<file path="config.mk">
export PLATFORM = sky130hd
export DESIGN_NAME = seg7_digit_scroller_flat
export DESIGN_NICKNAME = d
export VERILOG_FILES = /design/src/rtl/seg7_digit_scroller_if.sv /design/src/rtl/seg7_digit_scroller.sv /design/src/flat_wrapper.sv
export SDC_FILE = /design/constraint.sdc
export NUM_CORES = 1
export LEC_CHECK = 0
export CAP_MARGIN = 15
export CORE_UTILIZATION = 35
export DETAILED_ROUTE_END_ITERATION = 10
export DONT_BUFFER_PORTS = 1
export GPL_ROUTABILITY_DRIVEN = 0
export PLACE_DENSITY = 0.53
export SKIP_LAST_GASP = 1
export SYNTH_ARGS = -nofsm -noshare
export SYNTH_HDL_FRONTEND = slang
export SYNTH_SLANG_ARGS = --single-unit
</file>
<file path="constraint.sdc">
create_clock -name clk -period 3.9 [get_ports clk]
set_input_delay 0.39 -clock clk [delete_from_list [all_inputs] [get_ports clk]]
set_output_delay 0.39 -clock clk [all_outputs]
set_load 0.1 [all_outputs]
</file>
<file path="src/rtl/seg7_digit_scroller_if.sv">
// Byte-to-display bus between the CPU output register and the
// single-digit decimal scroller.
interface seg7_digit_scroller_if;
  logic [7:0] value_in;
  logic       value_load;
  logic       signed_mode;
  logic [6:0] seg_out;
  logic       dp_out;
  logic [1:0] digit_idx;
  logic       busy;

  modport master (
    output value_in, value_load, signed_mode,
    input  seg_out, dp_out, digit_idx, busy
  );

  modport slave (
    input  value_in, value_load, signed_mode,
    output seg_out, dp_out, digit_idx, busy
  );
endinterface

</file>
<file path="src/rtl/seg7_digit_scroller.sv">
// Renders each captured byte as decimal on one 7-segment digit:
// serial double-dabble, then sign/hundreds/tens/ones scrolled in turn.
module seg7_digit_scroller #(
  parameter logic [23:0] DWELL_CYCLES = 24'd10_000_000,
  parameter logic [23:0] BLANK_CYCLES = 24'd2_500_000,
  parameter bit          COMMON_ANODE = 1'b0
) (
  input  logic                  clk,
  input  logic                  rst_n,
  seg7_digit_scroller_if.slave  io
);

  typedef enum logic [1:0] {
    IDLE, CONVERT, SHOW, GAP
  } state_e;

  state_e      state_q, state_d;
  logic [8:0]  pend_q, pend_d;
  logic        pvld_q, pvld_d;
  logic [23:0] cnt_q, cnt_d;
  logic [7:0]  bin_q, bin_d;
  logic [11:0] bcd_q, bcd_d;
  logic        neg_q, neg_d;
  logic [1:0]  idx_q, idx_d;

  logic        start, direct, adv;
  logic [8:0]  src;
  logic [7:0]  mag;
  logic [19:0] dd;
  logic [6:0]  seg_raw;
  logic        dp_raw;

  function automatic logic [3:0] adj3(
    input logic [3:0] n
  );
    return (n >= 4'd5) ? n + 4'd3 : n;
  endfunction

  function automatic logic [11:0] dd_adj(
    input logic [11:0] b
  );
    return {adj3(b[11:8]), adj3(b[7:4]),
            adj3(b[3:0])};
  endfunction

  // Leading zeros: hundreds dropped if 0,
  // tens dropped only if hundreds also 0.
  function automatic logic [1:0] next_idx(
    input logic [1:0]  cur,
    input logic [11:0] b
  );
    logic [1:0] r;
    r = 2'd0;
    unique case (1'b1)
      (cur == 2'd3): begin
        if (b[11:8] != 4'd0)     r = 2'd2;
        else if (b[7:4] != 4'd0) r = 2'd1;
        else                     r = 2'd0;
      end
      (cur == 2'd2): r = 2'd1;
      default:       r = 2'd0;
    endcase
    return r;
  endfunction

  function automatic logic [1:0] first_idx(
    input logic        neg,
    input logic [11:0] b
  );
    return neg ? 2'd3 : next_idx(2'd3, b);
  endfunction

  function automatic logic [6:0] enc(
    input logic [3:0] d
  );
    logic [6:0] s;
    case (d)
      4'd0:    s = 7'h3F;
      4'd1:    s = 7'h06;
      4'd2:    s = 7'h5B;
      4'd3:    s = 7'h4F;
      4'd4:    s = 7'h66;
      4'd5:    s = 7'h6D;
      4'd6:    s = 7'h7D;
      4'd7:    s = 7'h07;
      4'd8:    s = 7'h7F;
      4'd9:    s = 7'h6F;
      default: s = 7'h00;
    endcase
    return s;
  endfunction

  always_comb begin
    state_d = state_q;
    pend_d  = pend_q;
    pvld_d  = pvld_q;
    cnt_d   = cnt_q;
    bin_d   = bin_q;
    bcd_d   = bcd_q;
    neg_d   = neg_q;
    idx_d   = idx_q;
    start   = 1'b0;
    direct  = 1'b0;
    adv     = 1'b0;
    src     = pend_q;
    mag     = 8'd0;
    dd      = 20'd0;

    unique case (state_q)
      IDLE: begin
        if (pvld_q) start = 1'b1;
      end
      CONVERT: begin
        if (cnt_q == 24'd8) begin
          cnt_d   = 24'd0;
          state_d = SHOW;
          idx_d   = first_idx(neg_q, bcd_q);
        end else begin
          dd    = {dd_adj(bcd_q), bin_q} << 1;
          bcd_d = dd[19:8];
          bin_d = dd[7:0];
          cnt_d = cnt_q + 24'd1;
        end
      end
      SHOW: begin
        if (cnt_q == DWELL_CYCLES - 24'd1) begin
          cnt_d = 24'd0;
          if (BLANK_CYCLES == 24'd0) adv = 1'b1;
          else state_d = GAP;
        end else begin
          cnt_d = cnt_q + 24'd1;
        end
      end
      GAP: begin
        if (cnt_q == BLANK_CYCLES - 24'd1) begin
          cnt_d = 24'd0;
          adv   = 1'b1;
        end else begin
          cnt_d = cnt_q + 24'd1;
        end
      end
    endcase

    if (adv) begin
      if (idx_q == 2'd0) begin
        if (io.value_load) begin
          start  = 1'b1;
          direct = 1'b1;
        end else if (pvld_q) begin
          start = 1'b1;
        end else begin
          state_d = SHOW;
          idx_d   = first_idx(neg_q, bcd_q);
        end
      end else begin
        state_d = SHOW;
        idx_d   = next_idx(idx_q, bcd_q);
      end
    end

    if (start) begin
      if (direct)
        src = {io.signed_mode, io.value_in};
      mag     = (src[8] & src[7]) ?
                (8'd0 - src[7:0]) : src[7:0];
      state_d = CONVERT;
      cnt_d   = 24'd0;
      neg_d   = src[8] & src[7];
      bin_d   = mag;
      bcd_d   = 12'd0;
      pvld_d  = 1'b0;
    end

    // A load consumed directly at sequence end is not re-queued.
    if (io.value_load && !direct) begin
      pend_d = {io.signed_mode, io.value_in};
      pvld_d = 1'b1;
    end
  end

  always_ff @(posedge clk or negedge rst_n) begin
    if (!rst_n) begin
      state_q <= IDLE;
      pend_q  <= 9'd0;
      pvld_q  <= 1'b0;
      cnt_q   <= 24'd0;
      bin_q   <= 8'd0;
      bcd_q   <= 12'd0;
      neg_q   <= 1'b0;
      idx_q   <= 2'd0;
    end else begin
      state_q <= state_d;
      pend_q  <= pend_d;
      pvld_q  <= pvld_d;
      cnt_q   <= cnt_d;
      bin_q   <= bin_d;
      bcd_q   <= bcd_d;
      neg_q   <= neg_d;
      idx_q   <= idx_d;
    end
  end

  always_comb begin
    seg_raw = 7'h00;
    dp_raw  = 1'b0;
    if (state_q == SHOW) begin
      dp_raw = (idx_q == 2'd0);
      unique case (idx_q)
        2'd3: seg_raw = 7'h40;
        2'd2: seg_raw = enc(bcd_q[11:8]);
        2'd1: seg_raw = enc(bcd_q[7:4]);
        2'd0: seg_raw = enc(bcd_q[3:0]);
      endcase
    end
  end

  assign io.seg_out   = COMMON_ANODE ? ~seg_raw : seg_raw;
  assign io.dp_out    = COMMON_ANODE ? ~dp_raw : dp_raw;
  assign io.digit_idx = idx_q;
  assign io.busy      = (state_q == CONVERT);

endmodule

</file>
<file path="src/flat_wrapper.sv">
// flat-port wrapper written by rule: the top's interface ports become plain ports
module seg7_digit_scroller_flat 
#(
  parameter logic [23:0] DWELL_CYCLES = 24'd10_000_000,
  parameter logic [23:0] BLANK_CYCLES = 24'd2_500_000,
  parameter bit          COMMON_ANODE = 1'b0
)
  (clk, rst_n, io_value_in, io_value_load, io_signed_mode, io_seg_out, io_dp_out, io_digit_idx, io_busy);
  seg7_digit_scroller_if io_i ();
  input  logic clk;
  input  logic rst_n;
  input wire logic [$bits(io_i.value_in)-1:0] io_value_in;
  input wire logic [$bits(io_i.value_load)-1:0] io_value_load;
  input wire logic [$bits(io_i.signed_mode)-1:0] io_signed_mode;
  output wire logic [$bits(io_i.seg_out)-1:0] io_seg_out;
  output wire logic [$bits(io_i.dp_out)-1:0] io_dp_out;
  output wire logic [$bits(io_i.digit_idx)-1:0] io_digit_idx;
  output wire logic [$bits(io_i.busy)-1:0] io_busy;
  assign io_i.value_in = io_value_in;
  assign io_i.value_load = io_value_load;
  assign io_i.signed_mode = io_signed_mode;
  assign io_seg_out = io_i.seg_out;
  assign io_dp_out = io_i.dp_out;
  assign io_digit_idx = io_i.digit_idx;
  assign io_busy = io_i.busy;
  seg7_digit_scroller #(.DWELL_CYCLES(DWELL_CYCLES), .BLANK_CYCLES(BLANK_CYCLES), .COMMON_ANODE(COMMON_ANODE)) u_core (.clk(clk), .rst_n(rst_n), .io(io_i));
endmodule
</file>
---- Word-level counts from Yosys, hierarchy flattened ----
Memory sizes are Yosys's and may differ from the RTL's.
Index checks and enable logic that the tools add are counted.
W data, S select, Z words.
operators by class
  add/subtract/negate cells ............... 5
  equality and inequality tests ........... 10
  magnitude comparators ................... 3
  bitwise operators ....................... 1
  reduce and logical (&&, ||, !) cells .... 10
  muxes and demuxes ....................... 51
operator list
  kind                     count
  $mux W24                 4
  $pmux W24 S3             1
  $mux W12                 3
  $mux W8                  4
  $mux W2                  15
  $pmux W7 S4              1
  $add A24 B1 Y24 const B  1
  $eq A24 B22 Y1 const B   1
  $eq A24 B24 Y1 const B   1
  $eq A24 B4 Y1 const B    1
  $mux W9                  2
  $mux W1                  15
  $ge A4 B3 Y1 const B     3
  $reduce_bool A4 Y1       3
  $add A4 B2 Y4 const B    2
  $eq A2 B2 Y1 const B     4
  $mux W4                  2
  $pmux W2 S2              2
  $sub A1 B8 Y8 const A    1
  $mux W7                  1
  $eq A2 B1 Y1 const B     2
  $logic_not A2 Y1         2
  $reduce_bool A2 Y1       2
  $add A3 B2 Y3 const B    1
  6 further kinds          6
word-level totals
  bits in registers ....................... 59
  memory bits (read-only) ................. 336
  output and inout port bits .............. 11
  memories kept ........................... 3
memory list
  memory           words  width  read ports  clocked after Yosys merged registers in  wr ports  line                       source
  (no name shown)  16     7      1           0                                        0         seg7_digit_scroller.sv:77  case (d)
  (no name shown)  16     7      1           0                                        0         seg7_digit_scroller.sv:77
  (no name shown)  16     7      1           0                                        0         seg7_digit_scroller.sv:77

---- Longest topological paths before layout ----
  depth after elaboration ................. 10
  mapped depth ............................ 9
  depth with buffers taken out ............ 8

---- Worst setup path before layout ----
Ideal clock, no wire load.
  kind .................................... reg-to-output
  start ................................... register u_core.idx_q[0] (netlist: u_core.io.digit_idx[0])
  end ..................................... output port io_dp_out
  data arrival time ....................... 3.166 ns
  path buffers ............................ 1
  path slack .............................. 0.344 ns
  cell stages (with the launch flop) ...... 3
  cells stage by stage .................... dfrtp_1 -> clkbuf_1 -> nor3_1
between the ends
  cells in the longest elaborated chain, start to end .. 2
ends and longest elaborated chain
  what                      line                        source
  start: declaration        seg7_digit_scroller.sv:24   logic [1:0] idx_q, idx_d;
  start signal: assignment  seg7_digit_scroller.sv:199  idx_q <= idx_d;
  $logic_not A2 Y1          seg7_digit_scroller.sv:207  dp_raw = (idx_q == 2'd0);
  $mux W1                   seg7_digit_scroller.sv:206  if (state_q == SHOW) begin
  end: declaration          flat_wrapper.sv:16          output wire logic [$bits(io_i.dp_out)-1:0] io_dp_out;
Every way passes these cells.

---- Final worst setup path ----
  start ................................... register u_core.cnt_q[0]
  end ..................................... register u_core.cnt_q[3]
between the ends
  cells in the longest elaborated chain, start to end .. 5
ends and longest elaborated chain
  what                                                     line                        source
  start: declaration                                       seg7_digit_scroller.sv:20   logic [23:0] cnt_q, cnt_d;
  start signal: assignment                                 seg7_digit_scroller.sv:195  cnt_q <= cnt_d;
  branches (longest 5 deep; another with $add A24 B1 Y24)  --
Parallel ways; which one is timed is not known.
A chain may end at the register's enable or synchronous reset.

==> impl_metrics.tcl <==
set metrics [dict create \
    status "complete, no violations" \
    worst-r2r-setup-slack_ps 610 \
    avgRoutedWirePerCell_um 15.8 \
    hold_viol_final 0 \
    syn_to_final_growth_pct 13.6 \
    num-fill-cells 1210 \
    h-tree-depth 3 \
    synth_area_per_cell_sq_um 8.50 \
    fmax_ghz 0.304 \
    cp-startpoint "u_core.cnt_q[0]" \
    combPwrFrac 0.046 \
    yosysSeqAreaShare 0.338 \
    slew_violations 0 \
    rows 40 \
    track_usage 0.183 \
    setup.worst_path.end "u_core.cnt_q[3]" \
    num_io_pins 23 \
    synth_nets 553 \
    ys_top_cells_by_area "dfrtp_1 34%, ha_1 7.7%, o21ai_0 5.0%, nand2_1 4.6%, a21oi_1 3.8%" \
    rsz0062_at_grt "no" \
    core_area_sq_mm 0.0121 \
    power_frac_seq 0.400 \
    crit_path_end_kind "register" \
    critPathMaxFanout 28 \
    drc 0 \
    r2r_start "u_core.cnt_q[0]" \
    synth_edf_count 0 \
    path_class "register to register" \
    synth_common_cells "59 x dfrtp_1, 53 x nand2_1, 44 x o21ai_0" \
    portBuffers 0 \
    peakVddDrop_mv 0.197 \
    setup_violations 0 \
    fin_crit_sh 0.843 \
    overflow 0 \
    design.die.area_sq_mm 0.0129 \
    rr_endpoint "u_core.cnt_q[3]" \
    worstMarginPinSlew_ps 977 \
    vias_per_cell 5.47 \
    async_flop_share 1.00 \
    drt_iter0_drc 220 \
    place_area_sq_mm 0.00460 \
    yosysUniqueCellTypes 63 \
    grt_pass1_vias 3604 \
    clk_pin_slew_worst_paths_ps 60 \
    clock_skew_ps 6.08 \
    slew-limit-headroom 0.349 \
    drt_pass1_iterations 5 \
    die_h_um 114 \
    switching_power_mw 0.339 \
    p_sw_frac 0.214 \
    synth_seq_cells 59 \
    layout-drive-gt1-share 0.112 \
    cts.sinks 59 \
    p_total_mw 1.58 \
    synth_area_sq_mm 0.00437 \
    drtAntennaViolNets 0 \
    antenna_found_initial 0 \
    p_leak_nw 2.04 \
    numCtsBuffers 9 \
    yosysWarnings 0 \
    arrival_ps 3510 \
    finalInstanceArea_sq_mm 0.00496 \
    hold_class "input pin to register" \
    wl_um 10900 \
    reg2reg_depth 7 \
    cts_max_path_buffers 2 \
    cts_tree "done" \
    p_int_mw 1.25 \
    synth_cells 514 \
    fin_setup_tns_ps 0 \
    synth.most_common_cell "dfrtp_1" \
    clockRootBuffer "clkbuf_16" \
    power_frac_clock 0.555 \
    max_cap_violations 0 \
    start_util 0.361 \
    hpwl_um 7700 \
    period_minus_slack_ps 3290 \
    nets 553 \
    grt_pass1_wl_um 18500 \
    synth_flop_cell "dfrtp_1" \
    yosys.area.top_type "dfrtp_1" \
    die_x_um 114 \
    crit_required_ps 4120 \
    dr_total_vias 3760 \
    fin_worst_hold_slack_ps 202 \
    grt_max_degree 60 \
    insertion_delay_ps 340 \
    post-cts-setup-buffers 0 \
    start_kind "register" \
    antenna_cells 0 \
    netlist.area_leader.share 0.338 \
    powerDensity_mw_per_mm2 319 \
]
[final cells by class]
type / instances / area (sq um) / area share
Sequential cell: 59 / 1480 / 0.298
Clock inverter: 4 / 72.6 / 0.0146
Multi-Input combinational cell: 401 / 2680 / 0.541
Timing Repair Buffer: 16 / 163 / 0.0328
Tap cell: 168 / 210 / 0.0424
Inverter: 27 / 101 / 0.0204
Clock buffer: 12 / 256 / 0.0517
[cells in the final DEF, fill, tap and decap left out, drive strengths merged, types with 4 or more instances in the layout]
cell	count
xnor2	10
nand2b	8
mux2i	8
nor4	8
o211ai	5
a41oi	4
o22ai	5
and2	12
nor2b	4
nor2	32
and4	4
or3	4
a32oi	4
ha	27
mux2	10
a21oi	33
buf	15
nor3	7
o31ai	13
nand4	15
nand3	19
xor2	7
o21a	4
clkbuf	12
or4	4
o21ai	49
o311ai	6
inv	27
dfrtp	59
a31oi	12
nand2	54
[what timing repair did]
action,in CTS,in global routing
endpoints found under the hold margin,59,0
endpoints found under the setup margin,0,0
resized for setup,0,0
hold buffers,2,0
[worst max-delay path: stages, from the launching register on]
cell and delay, ps:
dfrtp_1 410, ha_1 250, nand4_1 190, nor4_2 80, nand2_2 270, a21o_1 830, nand3_2 660, o311ai_1 470
[logic make-up (layout without fill, tap and decap cells)]
group / after synthesis / in the layout / share of synthesized area
simple gates: 183 / 183 / 0.220
compound gates: 156 / 156 / 0.229
flops: 59 / 59 / 0.338
buf+inv: 54 / 59 / 0.0573
fa+ha+maj: 27 / 27 / 0.0773
mux: 18 / 18 / 0.0441
xor+xnor: 17 / 17 / 0.0341
[stage by stage]
step / worst slack (ps) / utilization / std cells
after floorplan: 344 / - / 514
after global placement: 688 / 0.379 / 669
after detailed placement: 615 / 0.379 / 669
after CTS: 602 / 0.410 / 687
after global routing: 257 / 0.410 / 687
final: 612 / 0.410 / 687
[sequential cells by signal (all words and copies together) (netlist names)]
signal,cells
u_core.bcd_q,12
u_core.bin_q,8
u_core.cnt_q,24
u_core.io.digit_idx,2
u_core.neg_q,1
u_core.pend_q,9
u_core.pvld_q,1
u_core.state_q,2
[power by group through the flow]
stage	clock network [mW]	logic (mW)	registers (mW)
2_1_floorplan	0	0.0443	0.645
3_3_place_gp	0	0.0558	0.644
3_5_place_dp	0	0.0564	0.644
4_1_cts	0.893	0.0740	0.633
5_1_grt	0.927	0.0830	0.634
6_report	0.879	0.0724	0.633
[layer usage]
metal | vias to the layer above | global-route usage | share of wire
met5 | - | 0 | 0
met4 | 0 | 0.0658 | 0.012
met3 | 9 | 0.0377 | 0.049
met2 | 77 | 0.276 | 0.45
met1 | 1783 | 0.259 | 0.49
li1 | 1891 | - | -
[worst min path at each step]
| stage | from | depth (start not counted) | end | slack [ps] |
|---|---|---|---|---|
| finish | io_value_in[3] | 1 | u_core.pend_q[3] | 200 |
| global route | io_value_in[7] | 1 | u_core.pend_q[7] | 190 |
| CTS | io_value_in[7] | 1 | u_core.pend_q[7] | 200 |
| detailed placement | rst_n | 0 | u_core.cnt_q[3] | 100 |
| global placement | rst_n | 0 | u_core.pend_q[2] | 100 |
| floorplan | rst_n | 0 | u_core.bcd_q[0] | 90 |
Note: power is estimated with default switching activity, not from simulation.
